### config.mk
export PLATFORM = sky130hd
export DESIGN_NAME = spi_master_mt
export DESIGN_NICKNAME = d
export VERILOG_FILES = /design/src/rtl/spi_pkg.sv /design/src/rtl/spi_req_slot.sv /design/src/rtl/spi_master_mt.sv
export SDC_FILE = /design/constraint.sdc
export NUM_CORES = 1
export LEC_CHECK = 0
export ABC_AREA = 1
export ABC_CLOCK_PERIOD_IN_PS = 2990
export CORE_MARGIN = 10
export CORE_UTILIZATION = 50
export CTS_CLUSTER_DIAMETER = 60
export DETAILED_ROUTE_END_ITERATION = 7
export GPL_ROUTABILITY_DRIVEN = 1
export PLACE_DENSITY = 0.87
export SLEW_MARGIN = 25
export SYNTH_ARGS = -nofsm -noshare
export SYNTH_HDL_FRONTEND = slang
export SYNTH_SLANG_ARGS = --single-unit
export TNS_END_PERCENT = 30
### constraint.sdc
create_clock -name clk -period 2.99 [get_ports clk]
set_clock_uncertainty 0.2 [all_clocks]
set_input_delay 0.598 -clock clk [delete_from_list [all_inputs] [get_ports clk]]
set_output_delay 0.598 -clock clk [all_outputs]
set_load 0.05 [all_outputs]
### src/rtl/spi_pkg.sv
// rtl/spi_pkg.sv - shared types and constants for the multi-target SPI master
package spi_pkg;

  localparam int MAX_FRAME_W = 64;
  localparam int MAX_LW      = 7;
  localparam int MAX_TW      = 3;

  localparam int TGT_SYS = 0;
  localparam int TGT_DAC = 1;

  typedef enum logic [1:0] {
    IDLE,
    SHIFT,
    GAP
  } spi_state_t;

  // Sized for the largest legal configuration; instances zero-extend into it.
  typedef struct packed {
    logic [MAX_FRAME_W-1:0] data;
    logic [MAX_LW-1:0]      len;
    logic [MAX_TW-1:0]      tgt;
  } spi_req_t;

  localparam int REQ_W = $bits(spi_req_t);

endpackage

### src/rtl/spi_req_slot.sv
// rtl/spi_req_slot.sv - one-entry pending request buffer for spi_master_mt
module spi_req_slot
  import spi_pkg::*;
(
  input  logic             clk,
  input  logic             rst_n,
  input  logic             push,
  input  logic [REQ_W-1:0] push_req,
  input  logic             pop,
  output logic             full,
  output logic [REQ_W-1:0] req
);

  spi_req_t entry;

  always_ff @(posedge clk) begin
    if (!rst_n) begin
      full  <= 1'b0;
      entry <= '0;
    end else if (pop) begin
      full <= 1'b0;
    end else if (push && !full) begin
      full  <= 1'b1;
      entry <= spi_req_t'(push_req);
    end
  end

  assign req = entry;

endmodule

### src/rtl/spi_master_mt.sv
// rtl/spi_master_mt.sv - multi-target MSB-first SPI master with one pending request
// Readback capture on miso is built only when SPI_READBACK_EN is defined.
module spi_master_mt
  import spi_pkg::*;
#(
  parameter int FRAME_W = 40,
  parameter int NUM_TGT = 2,
  parameter int GAP_CYC = 2,
  localparam int TW = (NUM_TGT > 1) ? $clog2(NUM_TGT) : 1,
  localparam int LW = $clog2(FRAME_W + 1)
) (
  input  logic               clk,
  input  logic               rst_n,
  input  logic               start,
  input  logic [TW-1:0]      tgt_sel,
  input  logic [LW-1:0]      len,
  input  logic [FRAME_W-1:0] data_in,
  input  logic               miso,
  output logic               mosi,
  output logic [NUM_TGT-1:0] cs_b,
  output logic               busy,
  output logic               done,
  output logic               wr_en,
  output logic [FRAME_W-1:0] data_out,
  output logic               err
);

  localparam int GW = (GAP_CYC > 1) ? $clog2(GAP_CYC) : 1;
  localparam logic [TW:0] NT = NUM_TGT[TW:0];

  spi_state_t state, state_n;

  logic [FRAME_W-1:0] sr;
  logic [LW-1:0]      cnt;
  logic [GW-1:0]      gcnt;
  logic [TW-1:0]      cur_tgt;

  logic             tgt_ok, last_bit;
  logic             load, use_slot, push, bad;
  logic             slot_full;
  logic [REQ_W-1:0] slot_vec;
  logic [LW-1:0]    len_eff, ld_len;
  spi_req_t         req_in, slot_q, ld_req;
  logic             unused_req;

  assign tgt_ok   = {1'b0, tgt_sel} < NT;
  assign last_bit = (state == SHIFT) && (cnt == '0);
  assign len_eff  = (len == '0 || len > LW'(FRAME_W)) ? LW'(FRAME_W) : len;

  always_comb begin
    req_in      = '0;
    req_in.data = MAX_FRAME_W'(data_in);
    req_in.len  = MAX_LW'(len_eff);
    req_in.tgt  = MAX_TW'(tgt_sel);
  end

  spi_req_slot u_slot (
    .clk      (clk),
    .rst_n    (rst_n),
    .push     (push),
    .push_req (req_in),
    .pop      (use_slot),
    .full     (slot_full),
    .req      (slot_vec)
  );

  assign slot_q     = spi_req_t'(slot_vec);
  assign ld_req     = use_slot ? slot_q : req_in;
  assign ld_len     = ld_req.len[LW-1:0];
  assign unused_req = ^ld_req;

  always_ff @(posedge clk) begin
    if (!rst_n) state <= IDLE;
    else        state <= state_n;
  end

  // A start arriving on the last gap cycle with an empty slot is launched
  // directly rather than parked, so it cannot be stranded in IDLE.
  always_comb begin
    state_n  = state;
    load     = 1'b0;
    use_slot = 1'b0;
    push     = 1'b0;
    bad      = start && !tgt_ok;
    case (state)
      IDLE: begin
        if (start && tgt_ok) begin
          load    = 1'b1;
          state_n = SHIFT;
        end
      end
      SHIFT: begin
        if (start && tgt_ok) begin
          if (slot_full) bad  = 1'b1;
          else           push = 1'b1;
        end
        if (cnt == '0) state_n = GAP;
      end
      GAP: begin
        if (start && tgt_ok) begin
          if (slot_full)       bad  = 1'b1;
          else if (gcnt != '0) push = 1'b1;
        end
        if (gcnt == '0) begin
          if (slot_full) begin
            load     = 1'b1;
            use_slot = 1'b1;
            state_n  = SHIFT;
          end else if (start && tgt_ok) begin
            load    = 1'b1;
            state_n = SHIFT;
          end else begin
            state_n = IDLE;
          end
        end
      end
      default: state_n = IDLE;
    endcase
  end

  always_ff @(posedge clk) begin
    if (!rst_n) begin
      sr      <= '0;
      cnt     <= '0;
      gcnt    <= '0;
      cur_tgt <= TW'(TGT_SYS);
      done    <= 1'b0;
      wr_en   <= 1'b0;
      err     <= 1'b0;
    end else begin
      done  <= last_bit;
      wr_en <= done;
      err   <= bad;
      if (load) begin
        sr      <= ld_req.data[FRAME_W-1:0] << (LW'(FRAME_W) - ld_len);
        cnt     <= ld_len - 1'b1;
        cur_tgt <= ld_req.tgt[TW-1:0];
      end else if (state == SHIFT) begin
        sr <= {sr[FRAME_W-2:0], 1'b0};
        if (cnt != '0) cnt <= cnt - 1'b1;
      end
      if (last_bit)                       gcnt <= GW'(GAP_CYC - 1);
      else if (state == GAP && gcnt != '0) gcnt <= gcnt - 1'b1;
    end
  end

  assign mosi = (state == SHIFT) && sr[FRAME_W-1];
  assign busy = (state != IDLE);
  assign cs_b = (state == SHIFT) ? ~(NUM_TGT'(1) << cur_tgt) : '1;

`ifdef SPI_READBACK_EN
  logic [FRAME_W-1:0] rx;

  always_ff @(posedge clk) begin
    if (!rst_n) begin
      rx       <= '0;
      data_out <= '0;
    end else begin
      if (load)                rx <= '0;
      else if (state == SHIFT) rx <= {rx[FRAME_W-2:0], miso};
      if (last_bit) data_out <= {rx[FRAME_W-2:0], miso};
    end
  end
`else
  logic unused_miso;
  assign unused_miso = miso;
  assign data_out    = '0;
`endif

endmodule

==> results.toml <==
[run_status]
status = "completed"

[die]
boundaryPins = 98
die-area_um2 = 19960
core-area_um2 = 14480
start_util_pct = 50.80
die_y_um = 141.3
row_count = 44
die_w_um = 141.3

[sta]
setup_viol = 0
hold_ws_ps = 241.4
hold_viol_final = 0
period_needed_ps = 2919
slew_headroom_pct = 66.05
tns_ps = 0
slew_violations = 0
min_period_over_period_pct = 97.63
fmax_mhz = 342.6
tightestPinTransition_ps = 507.6

[detailed_routing]
firstDrtPassIters = 6
drc = 0
via_per_inst = 5.697
ant_nets = 0
drt-initial-drc-count = 1037
avgRoutedWirePerCell_um = 16.06
routed_wl_um = 23280
routed-via-count = 8255

[worst_setup_path]
worst_path_max_delay_cell = "dfxtp_2"
cp-end-kind = "register"
critPathLaunchType = "register"
critPathMaxStageDelay_ps = 340
worst_path_dominant_cell_family = "simple AND/OR/NAND/NOR gates"
cp_num_buf_inv = 5
crit_type = "register to register"
cp_cell_sequence = "inv_2, ha_4, nand2_4, nor2_4, clkinv_4, or2_4, nand2_2, ha_4, buf_8, bufbuf_16, o211ai_1, nand3_1, o21ai_1, nand2_1, nand4_1, nand2_1, inv_1"
crit_arrival_ps = 3040
crit_fanout = 11
required_ps = 3110

[synthesis]
synth-main-ff-cell = "dfxtp_1"
synth_edf_count = 0
ys_seq_area_share_pct = 27.49
synth_cell_types = 42
yosys_warnings = 0
async_reset_ff_share_pct = 0
netlist_area_um2 = 7356
avgSynthCellArea_um2 = 6.228
synth_seq_cells = 101
synth_cells = 1181

[placed_design]
hpwl_um = 15860
place.gp.congestion = 1.042
placed_cell_area_um2 = 8369
placement.io_buffers = 56

[cts]
cts.sinks = 101
htreeDepth = 3
hold_buffers = 0
cts.root.buffer_cell = "clkbuf_16"
clk_path_buf_depth = 2
cts_made_buffers = 9
clk_latency_ps = 360
cts_tree = "yes"
cts.reportedPaths.clkPinSlew_ps = 70

[final_layout]
fillers = 1251
num-nets-final = 1318
stdcell_area_um2 = 9158
diodes = 0
multiInputGateArea_um2 = 4756
drive_gt1_share_pct = 17.31
regArea_um2 = 2024
post-route-util_pct = 63.25
synthToLayoutAreaGrowth_pct = 24.49

[grt]
antenna_found_initial = 0
grt.total_usage_pct = 21.55
grt_pass1_vias = 7443
grt_max_degree = 92
grt_pass1_wl_um = 36400
overflow = 0

[worst_hold_path]
min_path_type = "register to register"

[pwr]
p_leak_nw = 4.125
p_per_area_nw_per_um2 = 946.2
vdd_drop_max_mv = 0.6426

[flow_run]
cap_violations = 0
==> cells in the mapped netlist (2+ instances only) <==
library cell / count / area, um^2
nand2_2: 9 / 56.30
o211ai_1: 15 / 112.6
inv_2: 8 / 30.03
nor3_1: 4 / 20.02
dfxtp_1: 101 / 2022
nor2_2: 3 / 18.77
buf_1: 3 / 11.26
a21oi_1: 71 / 355.3
buf_4: 48 / 360.4
nand3_2: 2 / 20.02
nand4_1: 6 / 37.54
nand3b_1: 2 / 15.01
a21oi_2: 2 / 17.52
nor2_1: 91 / 341.6
o21ai_0: 149 / 745.7
o21bai_1: 2 / 15.01
clkbuf_1: 38 / 142.6
ha_1: 6 / 75.07
nand2_4: 2 / 22.52
o21ai_1: 19 / 95.09
a22oi_1: 8 / 60.06
buf_6: 6 / 67.56
clkinv_1: 2 / 7.510
nand3_1: 229 / 1146
nor2_4: 2 / 22.52
inv_1: 50 / 187.7
nand2_1: 228 / 855.8
mux2i_1: 2 / 20.02
buf_2: 24 / 120.1
nand3_4: 2 / 35.03
or2_2: 34 / 212.7
xor2_1: 3 / 26.28
==> stage by stage <==
stage | worst slack, ps | cells | power [mW]
after detailed placement | -426.9 | 1420 | 6.908
after floorplan | -23.92 | 1220 | 5.464
final | 70.74 | 1449 | 8.665
after global placement | -318.9 | 1420 | 6.785
after global routing | -36.99 | 1449 | 9.309
after CTS | -0.6481 | 1438 | 8.281
==> repair_timing <==
item	in CTS	in global routing
buffers inserted	0	6
endpoints found under the setup margin	7	37
pin swaps	5	21
gates resized for setup	12	55
cloned	3	5
==> area by class of cell <==
type                       count  area share, %
clock buffer                   9          2.459
clock inverter                 6         0.6968
inverter                      60          2.569
multi-input combinational    940          51.93
sequential                   101          22.11
tap                          184          2.514
timing repair buffer         149          17.72
==> worst paths after layout <==
check / cells after the start / end / from / slack [ps]
setup / recovery: 17 / sr[33]$_SDFFE_PN0P_ / state[0]$_SDFFE_PN0P_ / 70
hold / removal: 2 / wr_en$_SDFF_PN0_ / done$_SDFF_PN0_ / 240
setup reg to reg: 17 / sr[33]$_SDFFE_PN0P_ / state[0]$_SDFFE_PN0P_ / 70
hold reg to reg: 2 / wr_en$_SDFF_PN0_ / done$_SDFF_PN0_ / 240
==> tightest hold or removal path: cells and delay by family, from the launching register on <==
kind | cells | cell delay [ps]
simple gates | 1 | 60
flops | 1 | 310
buf+inv | 1 | 30
==> cell families after synthesis <==
| kind of cell | count (synthesis) | synth area share [%] |
|---|---|---|
| xor gates and xnor gates | 3 | 0.3573 |
| DFF | 101 | 27.49 |
| and+or+nand+nor | 618 | 38.51 |
| buffers and inverters | 179 | 12.60 |
| adders and majority gates | 6 | 1.021 |
| other | 1 | 0.05098 |
| AOI/OAI and AO/OA | 271 | 19.70 |
| muxes | 2 | 0.2722 |
==> metal layers <==
layer | track usage [%] | vias up | routed length (um)
met5 | 0 | - | 0
met2 | 33.07 | 398 | 10490
met1 | 28.45 | 3732 | 10070
li1 | - | 4071 | -
met3 | 4.539 | 54 | 1931
met4 | 9.511 | 0 | 787
==> cell usage in the layout, fill, tap and decap left out, types with 4 or more instances in the layout <==
master / n
nand2_1: 218
nand3_1: 218
o21ai_0: 149
dfxtp_1: 99
nor2_1: 84
a21oi_1: 69
buf_4: 69
clkdlybuf4s50_1: 48
inv_1: 47
conb_1: 40
or2_2: 32
o21ai_1: 16
nand2_2: 15
o211ai_1: 15
buf_12: 15
clkbuf_16: 14
nand3_2: 13
inv_2: 9
nor2_2: 9
a22oi_1: 7
nand2_4: 6
nand4_1: 6
dlymetal6s2s_1: 6
ha_1: 4
==> power breakdown <==
group	internal (mW)	switching (mW)	leakage, nW
Sequential	1.93	0.279	0.831
Clock	0.644	0.535	0.138
Combinational	2.03	3.24	3.16
Total	4.61	4.06	4.13
==> sequential cells by signal, summed over array words and instances, names as in the netlist <==
name,flops
err,1
cur_tgt,1
state,2
sr,40
cnt,6
u_slot.req,47
done,1
u_slot.full,1
gcnt,1
wr_en,1
(Power assumes the default switching activity.)
